### src/rtl/uart_rx_fifo.sv
`default_nettype none
// ============================================================================
// Module   : uart_rx_fifo
// Brief    : Receive-side byte FIFO behind a UART receiver; one write per
//            rx_en rising edge, registered read port, sticky overflow flag.
// Revision : 1.0 - initial release
// ============================================================================
module uart_rx_fifo #(
    parameter int DEPTH  = 16,
    parameter int ADDR_W = 4,
    parameter int DATA_W = 8
) (
    input  logic              clk,
    input  logic              rst_n,
    input  logic [DATA_W-1:0] rx_data,
    input  logic              rx_en,
    input  logic              rd_en,
    input  logic              clr_ovf,
    output logic [DATA_W-1:0] rd_data,
    output logic              rd_valid,
    output logic              empty,
    output logic              full,
    output logic [ADDR_W:0]   count,
    output logic              overflow
);

    localparam logic [ADDR_W:0]   c_depth   = (ADDR_W+1)'(DEPTH);
    localparam logic [ADDR_W:0]   c_cnt_one = (ADDR_W+1)'(1);
    localparam logic [ADDR_W-1:0] c_ptr_one = ADDR_W'(1);

    logic [DATA_W-1:0] r_mem [DEPTH];
    logic [ADDR_W-1:0] r_wr_ptr;
    logic [ADDR_W-1:0] r_rd_ptr;
    logic [ADDR_W:0]   r_count;
    logic              r_empty;
    logic              r_full;
    logic [DATA_W-1:0] r_rd_data;
    logic              r_rd_valid;
    logic              r_ovf;
    logic              r_rx_en_d;

    logic              w_wr_req;
    logic              w_rd_acc;
    logic              w_wr_acc;
    logic              w_drop;
    logic [ADDR_W:0]   w_count_nxt;

    // A full FIFO can still take a byte when a read frees a slot this cycle.
    assign w_wr_req = rx_en & ~r_rx_en_d;
    assign w_rd_acc = rd_en & ~r_empty;
    assign w_wr_acc = w_wr_req & (~r_full | w_rd_acc);
    assign w_drop   = w_wr_req & r_full & ~w_rd_acc;

    always_comb begin
        w_count_nxt = r_count;
        if (w_wr_acc && !w_rd_acc) begin
            w_count_nxt = r_count + c_cnt_one;
        end else if (!w_wr_acc && w_rd_acc) begin
            w_count_nxt = r_count - c_cnt_one;
        end
    end

    // Storage is intentionally left out of reset.
    always_ff @(posedge clk) begin
        if (w_wr_acc) begin
            r_mem[r_wr_ptr] <= rx_data;
        end
    end

    always_ff @(posedge clk) begin
        if (!rst_n) begin
            r_wr_ptr   <= '0;
            r_rd_ptr   <= '0;
            r_count    <= '0;
            r_empty    <= 1'b1;
            r_full     <= 1'b0;
            r_rd_data  <= '0;
            r_rd_valid <= 1'b0;
            r_ovf      <= 1'b0;
            // Held high so a level already present at reset release is ignored.
            r_rx_en_d  <= 1'b1;
        end else begin
            r_rx_en_d  <= rx_en;
            if (w_wr_acc) begin
                r_wr_ptr <= r_wr_ptr + c_ptr_one;
            end
            if (w_rd_acc) begin
                r_rd_data <= r_mem[r_rd_ptr];
                r_rd_ptr  <= r_rd_ptr + c_ptr_one;
            end
            r_rd_valid <= w_rd_acc;
            r_count    <= w_count_nxt;
            r_empty    <= (w_count_nxt == '0);
            r_full     <= (w_count_nxt == c_depth);
            if (w_drop) begin
                r_ovf <= 1'b1;
            end else if (clr_ovf) begin
                r_ovf <= 1'b0;
            end
        end
    end

    assign rd_data  = r_rd_data;
    assign rd_valid = r_rd_valid;
    assign empty    = r_empty;
    assign full     = r_full;
    assign count    = r_count;
    assign overflow = r_ovf;

endmodule
`default_nettype wire

### config.mk
export PLATFORM = sky130hd
export DESIGN_NAME = uart_rx_fifo
export DESIGN_NICKNAME = d
export VERILOG_FILES = /design/src/rtl/uart_rx_fifo.sv
export SDC_FILE = /design/constraint.sdc
export NUM_CORES = 1
export LEC_CHECK = 0
export CORE_ASPECT_RATIO = 1.75
export CORE_UTILIZATION = 56
export CTS_BUF_LIST = sky130_fd_sc_hd__clkbuf_8
export CTS_CLUSTER_SIZE = 40
export DETAILED_ROUTE_END_ITERATION = 10
export GPL_ROUTABILITY_DRIVEN = 1
export PLACE_DENSITY = 0.83
export SKIP_CTS_REPAIR_TIMING = 1
export SLEW_MARGIN = 40
export SYNTH_ARGS = -nofsm -noshare
export SYNTH_HDL_FRONTEND = slang
export SYNTH_SLANG_ARGS = --single-unit
### constraint.sdc
create_clock -name clk -period 2 [get_ports clk]
set_clock_uncertainty 0.05 [all_clocks]
set_input_delay 0.4 -clock clk [delete_from_list [all_inputs] [get_ports clk]]
set_output_delay 0.4 -clock clk [all_outputs]
set_load 0.02 [all_outputs]
# Yosys cells after proc, flatten, opt, wreduce, memory -nomap -nowiden
# Memory sizes are Yosys's and may differ from the RTL's. A register that Yosys moved wholly into a read port is not among the register bits.
# Index checks and enable logic that the tools add are counted.
op_classes:
  n_addsub: 4
  eq_ne: 1
  n_mux: 6
  bitwise_logic: 10
  n_reduce_logical: 7
ops:
  columns: ["op", "count"]
  rows:
  - ["$mux 5", 2]
  - ["$add 4x1->4 const B", 2]
  - ["$add 5x1->5 const B", 1]
  - ["$and 1x1->1", 5]
  - ["$eq 5x5->1 const B", 1]
  - ["$logic_not 5->1", 1]
  - ["$sub 5x1->5 const B", 1]
  - ["$mux 1", 4]
  - ["$not 1->1", 4]
  - ["$logic_not 1->1", 3]
  - ["$logic_and 1x1->1", 2]
  - ["$reduce_bool 2->1", 1]
  - ["$or 1x1->1", 1]
totals:
  regBits: 18
  ramBits: 128
  out_inout_bits: 17
  wordCells: 37
  mem_count: 1
memory_table:
  columns: ["name", "depth", "word_bits", "read_ports", "rd_ports_with_merged_regs", "write_ports", "line", "text"]
  rows:
  - ["r_mem", 16, 8, 1, 1, 1, "31", "logic [DATA_W-1:0] r_mem [DEPTH];"]

# Longest topological paths before layout
# Gate-level depths: netlist of the first run.
logic_depth:
  depth_word: 9
  mapped_depth: 6

# Least setup slack after synthesis of the first run
# Ideal clock, no wire load.
synth_timing:
  path_type: "input port to flip-flop"
  startpoint: "input port rx_en"
  endpoint: "memory r_mem[3][0] (enable)"
  setup_ns: 0.383
  arrival_ns: 1.670
  t_required_ns: 1.567
  slack_ns: -0.104
  cell_stages: 5
  path_cell_list: "nand2b_1 -> buf_2 -> a21oi_2 -> nand2_1 -> nor3_1"
synth_via:
  elab_chain_len: 4
synth_lines:
  columns: ["element", "line", "text"]
  rows:
  - ["from (decl)", "16", "input logic rx_en,"]
  - ["$and 1x1->1", "49", "assign w_wr_req = rx_en & ~r_rx_en_d;"]
  - ["$and 1x1->1", "51", "assign w_wr_acc = w_wr_req & (~r_full | w_rd_acc);"]
  - ["$mux 1", "65", "if (w_wr_acc) begin"]
  - ["$mux 1 (not written as such)", "66", "r_mem[r_wr_ptr] <= rx_data;"]
  - ["to (decl)", "31", null]
# No other way between the ends.

==> results of run 1 <==
==> flip-flops by register name, indices dropped and copies added (netlist names) <==
register   cells
rd_data        8
empty          1
r_wr_ptr       4
r_mem        128
rd_valid       1
r_rd_ptr       4
r_rx_en_d      1
overflow       1
count          5
full           1
==> worst paths after layout <==
kind / endpoint / cells past startpoint / slack [ns]
worst max-delay path: rd_data[0] / 5 / 0.03
worst min-delay path: rd_data[3] / 1 / 0.44
worst max register to register: rd_data[0] / 5 / 0.03
worst min register to register: rd_data[3] / 1 / 0.44
==> layout make-up <==
class | instances | area (sq um)
Fill cell | 672 | 3550
Clock inverter | 14 | 133
Clock buffer | 17 | 234
Multi-Input combinational cell | 161 | 1670
Timing Repair Buffer | 59 | 563
Sequential cell | 154 | 4370
Inverter | 5 | 18.8
Tap cell | 130 | 163
==> routing by layer <==
metal / share of wire [%] / track usage (%) / vias up
li1: - / - / 1472
met1: 35 / 24.0 / 1693
met2: 56 / 42.8 / 110
met3: 4.1 / 6.41 / 37
met4: 5.1 / 14.6 / 0
met5: 0 / 0 / -
==> cells in the final DEF, fill, tap and decap left out, drive strengths merged <==
cell type	count
inv	9
a31o	8
a22oi	16
ha	7
a21boi	1
a41oi	2
clkdlybuf4s50	25
nand4	2
mux4	32
nand3	2
and4	1
clkinv	6
and3b	1
bufinv	2
nor2	17
nand2b	6
or3	1
a21oi	13
clkbuf	17
and2	9
o41ai	1
o211a	1
edfxtp	128
xnor2	8
clkinvlp	2
and3	1
and2b	1
dfxtp	26
nor2b	5
nand2	13
nor4b	1
nor3	6
buf	30
a32oi	2
dlymetal6s2s	4
o21ai	3
mux2i	1
==> logic make-up (layout without fill, tap and decap cells) <==
group / after synthesis / after routing / synth area share, %
DFF: 154 / 154 / 70.7
and+or+nand+nor: 66 / 66 / 5.65
AOI/OAI and AO/OA: 47 / 47 / 5.55
muxes: 33 / 33 / 12.6
buffers and inverters: 24 / 95 / 2.98
xor gates and xnor gates: 8 / 8 / 1.13
adders and majority gates: 7 / 7 / 1.42
==> power breakdown <==
part / internal (mW) / switching, mW
combinational: 0.615 / 0.615
clock: 1.09 / 1.09
sequential: 3.57 / 0.103
==> per-stage QoR <==
stage          setup TNS, ns  util, %  area [sq um]
4_1_cts               -0.136     66.5          7120
2_1_floorplan              0        -          6200
5_1_grt                    0     66.8          7150
3_5_place_dp          -42.94     63.1          6750
3_3_place_gp          -29.60     63.1          6750
6_report                   0     66.8          7150
==> critical path: stages (launching register included) <==
cell,delay (ns)
sky130_fd_sc_hd__dfxtp_2,0.42
sky130_fd_sc_hd__buf_12,0.18
sky130_fd_sc_hd__mux4_1,0.64
sky130_fd_sc_hd__a22oi_1,0.25
sky130_fd_sc_hd__a21oi_1,0.12
sky130_fd_sc_hd__a31o_1,0.19
==> synthesized netlist by cell type, drive strengths merged, types with 4 or more instances <==
| cell type | number |
|---|---|
| xnor2 | 8 |
| nor2b | 5 |
| buf | 12 |
| nor2 | 17 |
| and2 | 9 |
| ha | 7 |
| dfxtp | 26 |
| a21oi | 13 |
| inv | 5 |
| mux4 | 32 |
| edfxtp | 128 |
| nand2b | 6 |
| clkbuf | 4 |
| nor3 | 6 |
| nand2 | 13 |
| a22oi | 16 |
| a31o | 8 |
==> results.cfg, run 1 <==
[hold_path]
min-delay-path-class = reg2reg
min-delay-start = rd_data[3]

[place]
dp.cells = 509
half_perimeter_wire_length_after_detailed_placement_um = 8390
place_ws_ns = -0.405
io_buffer_count = 29
gp_congestion = 0.833

[drt]
num_vias = 3312
final_wl_um = 12500
route.detailed.drc = 0
dr.pass1.iters = 5
final_antenna_net_count = 0
first_iter_violations = 255
routedWlPerCell_um = 23.1
routed_via_density = 6.13

[pwr]
leakagePower_nw = 2.45
powerDensity_nw_per_um2 = 990
worst_ir_drop_vdd_mv = 0.542
totalPowerFinal_mw = 7.07

[floorplanning]
boundaryPins = 30
core_area_sq_um = 10700
chipHeight_um = 141
fp.dieArea_sq_um = 11500
start_util_pct = 57.7
fp.dieW_um = 81.4
fp-row-count = 50

[grt]
grt_antenna_before_repair = 0
globalRouteTotalUtil_pct = 24.1
grt_overflow = 0
grt_first_pass_wirelength_um = 18600
grt_pass1_vias = 3420
grt_max_degree = 36

[sta]
tightestPinTransition_ns = 0.701
hold-worst-slack_ns = 0.442
maximum_frequency_from_static_timing_analysis_ghz = 0.508
final.setup.worst_slack_ns = 0.0324
report.final.slew_viol_count = 0
min_period_over_period_pct = 98.4
report.final.hold_viol_count = 0
rsz0062_at_grt = no
max_slew_margin_pct = 53.1
timing.final.setup_violations = 0
period_needed_ns = 1.97

[flow_run]
max_cap_viol_count = 0

[clock_network]
clock_buffer_count_from_cts = 17
clkLatencyLatePin_ns = 0.44
clockRootBuffer = sky130_fd_sc_hd__clkbuf_8
ctsHtreeMaxLevel = 4
clock_tree_from_tritoncts = yes
max_root_sink_buffers = 2
cts.sinks = 154
clk_pin_slew_worst_paths_ns = 0.08

[critical_path]
critPathLaunch = r_rd_ptr[0]
critical_path.endpoint_type = flip-flop
timing.setup.critical_path_class = reg2reg
cp.required_ns = 2.30
critical_path_arrival_ns = 2.26
startpoint_type_of_the_worst_setup_path = flip-flop
crit_path_max_fanout = 13
r2r_start = r_rd_ptr[0]

[logic_synthesis]
ys.flop_type = sky130_fd_sc_hd__edfxtp_1
ys.warnings.count = 0
synthCells = 339
synth_largest_type_area_fraction_pct = 62.2
synth_area_sq_um = 6180
ys_ff_latch = 154
synth_area_per_cell_sq_um = 18.2
synth.net_count = 359
synth_cell_type_count = 42
async_reset_ff_share_pct = 0
synth_enable_flop_cells = 128
synth_sequential_area_ratio_pct = 70.7
post_synth_main_area_contributors = sky130_fd_sc_hd__edfxtp_1 62%, sky130_fd_sc_hd__dfxtp_1 8.4%, sky130_fd_sc_hd__mux4_2 6.9%
yosysTopAreaCell = sky130_fd_sc_hd__edfxtp_1

[cells_and_area]
num-nets-final = 418
non_filler_instance_count_after_layout = 540
num_antenna_cells = 0
layout-drive-gt1-share_pct = 23.4
synthToLayoutAreaGrowth_pct = 15.7

[run_status]
status = complete, no violations
No activity file was read; power rests on OpenSTA's default activity.
==> run 2: changes to the inputs <==
- ABC_AREA: not set -> 1
- CORE_MARGIN: not set -> 2
==> results.cfg, run 2 <==
[run_status]
status = complete, no violations

[pwr]
worst_ir_drop_vdd_mv = 0.762
powerDensity_nw_per_um2 = 1040
leakagePower_nw = 2.96
totalPowerFinal_mw = 7.76

[clock_network]
cts.sinks = 154
clock_tree_from_tritoncts = yes
max_root_sink_buffers = 2
clockRootBuffer = sky130_fd_sc_hd__clkbuf_8
clkLatencyLatePin_ns = 0.44
clk_pin_slew_worst_paths_ns = 0.08
ctsHtreeMaxLevel = 4
clock_buffer_count_from_cts = 17

[logic_synthesis]
synth_enable_flop_cells = 128
ys.flop_type = sky130_fd_sc_hd__edfxtp_1
ys_top_cells_by_count = 197 x sky130_fd_sc_hd__nand2_1, 128 x sky130_fd_sc_hd__edfxtp_1, 107 x sky130_fd_sc_hd__nand3_1
synthSimpleGateAreaFrac_pct = 23.3
async_reset_ff_share_pct = 0
synth.net_count = 637
synth_largest_type_area_fraction_pct = 59.6
ys_ff_latch = 154
synth_xor_area_share_pct = 0.272
synth_cell_type_count = 28
synth_sequential_area_ratio_pct = 67.7
post_synth_main_area_contributors = sky130_fd_sc_hd__edfxtp_1 60%, sky130_fd_sc_hd__nand2_1 11%, sky130_fd_sc_hd__nand3_1 8.3%
yosys.area_share.adder_pct = 1.36
compound_gate_portion_of_the_synthesized_area_pct = 2.77
synthMostInstantiatedCell = sky130_fd_sc_hd__nand2_1
synthCells = 617
synth.area.mux_share_pct = 0
dominant_combinational_cell_family_by_area_after_synthesis = simple AND/OR/NAND/NOR gates
synth_area_sq_um = 6450
synth_area_per_cell_sq_um = 10.5
ys.warnings.count = 0
yosysTopAreaCell = sky130_fd_sc_hd__edfxtp_1

[place]
io_buffer_count = 29
gp_congestion = 0.945
half_perimeter_wire_length_after_detailed_placement_um = 10600
detailed_place.area_sq_um = 7050

[sta]
maximum_frequency_from_static_timing_analysis_ghz = 0.527
report.final.slew_viol_count = 0
tightestPinTransition_ns = 0.477
hold-worst-slack_ns = 0.423
max_slew_margin_pct = 68.2
timing.final.setup_violations = 0
report.final.hold_viol_count = 0
period_needed_ns = 1.90
rsz0062_at_grt = no
min_period_over_period_pct = 94.9

[flow_run]
max_cap_viol_count = 0

[cells_and_area]
synthToLayoutAreaGrowth_pct = 15.8
filler_cell_count = 817
largest_register_ff_count = 128
num-nets-final = 697
num_antenna_cells = 0
commonest_cells_after_routing_fill_and_taps_aside = 197 x sky130_fd_sc_hd__nand2_1, 128 x sky130_fd_sc_hd__edfxtp_1, 107 x sky130_fd_sc_hd__nand3_1, 43 x sky130_fd_sc_hd__nor2_1, 42 x sky130_fd_sc_hd__buf_4
layout-drive-gt1-share_pct = 12.5
most_common_cell_after_layout_fill_and_taps_aside = sky130_fd_sc_hd__nand2_1
top_register = r_mem
final_design_area_no_fill_sq_um = 7470
utilization_pct = 66.9

[grt]
grt_overflow = 0
grt_first_pass_wirelength_um = 24100
grt_antenna_before_repair = 0
grt_max_degree = 43
globalRouteTotalUtil_pct = 26.2
grt_pass1_vias = 4692

[floorplanning]
fp.dieArea_sq_um = 12400
chipHeight_um = 146
start_util_pct = 57.8
boundaryPins = 30
core_area_sq_um = 11200
fp-row-count = 51
fp.dieW_um = 85.1

[drt]
routed-wl-met2_um = 8360
num_vias = 4681
final_antenna_net_count = 0
route.detailed.drc = 0
dr.pass1.iters = 5
met1Wirelength_um = 5390
detailroute.wirelength.met3_um = 884
first_iter_violations = 428
routedWlPerCell_um = 18.9
final_wl_um = 15500
top_layer = met4
routed_via_density = 5.69

[critical_path]
cp.depth = 1
cp_slowest_stage_delay_ns = 0.62
ff2ff_path_depth = 8
path_cells = clkdlybuf4s50_1
cp.required_ns = 1.55
critical_path_buf_inv_count = 1
cp-endpoint = empty
critPathLaunch = empty
crit_path_max_fanout = 3
critical_path_arrival_ns = 1.45
timing.critical_path.slowest_stage_cell = sky130_fd_sc_hd__clkdlybuf4s50_1
family_with_the_most_delay_on_the_worst_path = buffers and inverters
crit-reg2reg-capture = rd_data[3]
critical_path.endpoint_type = output pin
timing.setup.critical_path_class = reg2out
reg2reg_setup_slack_ns = 0.27
r2r_start = r_rd_ptr[1]
startpoint_type_of_the_worst_setup_path = flip-flop

[hold_path]
min-delay-path-class = reg2reg
min-delay-start = overflow
==> run 2: changes by cell type after synthesis, sizes merged, moves of 9 or more <==
cell   before  now
inv         5   31
o21ai       3   13
a22oi      16    0
nand3       2  108
mux4       32    0
buf        12   26
nand2      13  198
and2        9    0
nor2       17   46
==> run 2: final cells by class <==
class                   count  area, sq um  share of cell area [%]
clock buffers              17          234                    3.13
flip-flops and latches    154         4370                    58.4
repair buffers             71          613                    8.21
multi-input cells         400         1780                    23.9
inverters                  33          125                    1.67
well taps                 132          165                    2.21
clock inverters            15          184                    2.46
==> run 2: worst min path at each step <==
stage                        endpoint  slack, ns  cells after the start
after floorplan           r_wr_ptr[3]       0.44                      2
after global placement       overflow       0.40                      2
after detailed placement     overflow       0.42                      2
after CTS                    overflow       0.43                      2
after global routing         overflow       0.45                      2
final                        overflow       0.42                      2
==> run 2: routing by layer <==
layer / global-route usage (%) / vias to the layer above
met3: 5.28 / 62
met2: 46.1 / 223
met1: 27.6 / 2183
met5: 0 / -
met4: 17.5 / 0
li1: - / 2213
==> run 2: report_power, final <==
group          switching [mW]  internal (mW)
registers              0.0840           3.57
clock network            1.08           1.34
logic                    1.11          0.572
total                    2.28           5.48
==> run 2: metrics by stage <==
step | std cells | TNS, ns | setup WS, ns
2_1_floorplan | 617 | 0 | 0.324
3_3_place_gp | 790 | -11.14 | -0.121
3_5_place_dp | 790 | -16.33 | -0.164
4_1_cts | 822 | -0.00249 | -0.00249
5_1_grt | 822 | 0 | 0.0453
6_report | 822 | 0 | 0.103
==> run 2: cells by family after synthesis <==
family | after synthesis
AO/OA/AOI/OAI | 35
flip-flops | 154
XOR/XNOR | 2
adder cells (fa/ha/maj) | 7
buffers and inverters | 63
AND/OR/NAND/NOR | 356
==> run 3: changes to the inputs <==
- CAP_MARGIN: not set -> 20
==> results of run 3 <==
Final layout, timing and power as in run 2 (identical DEF).
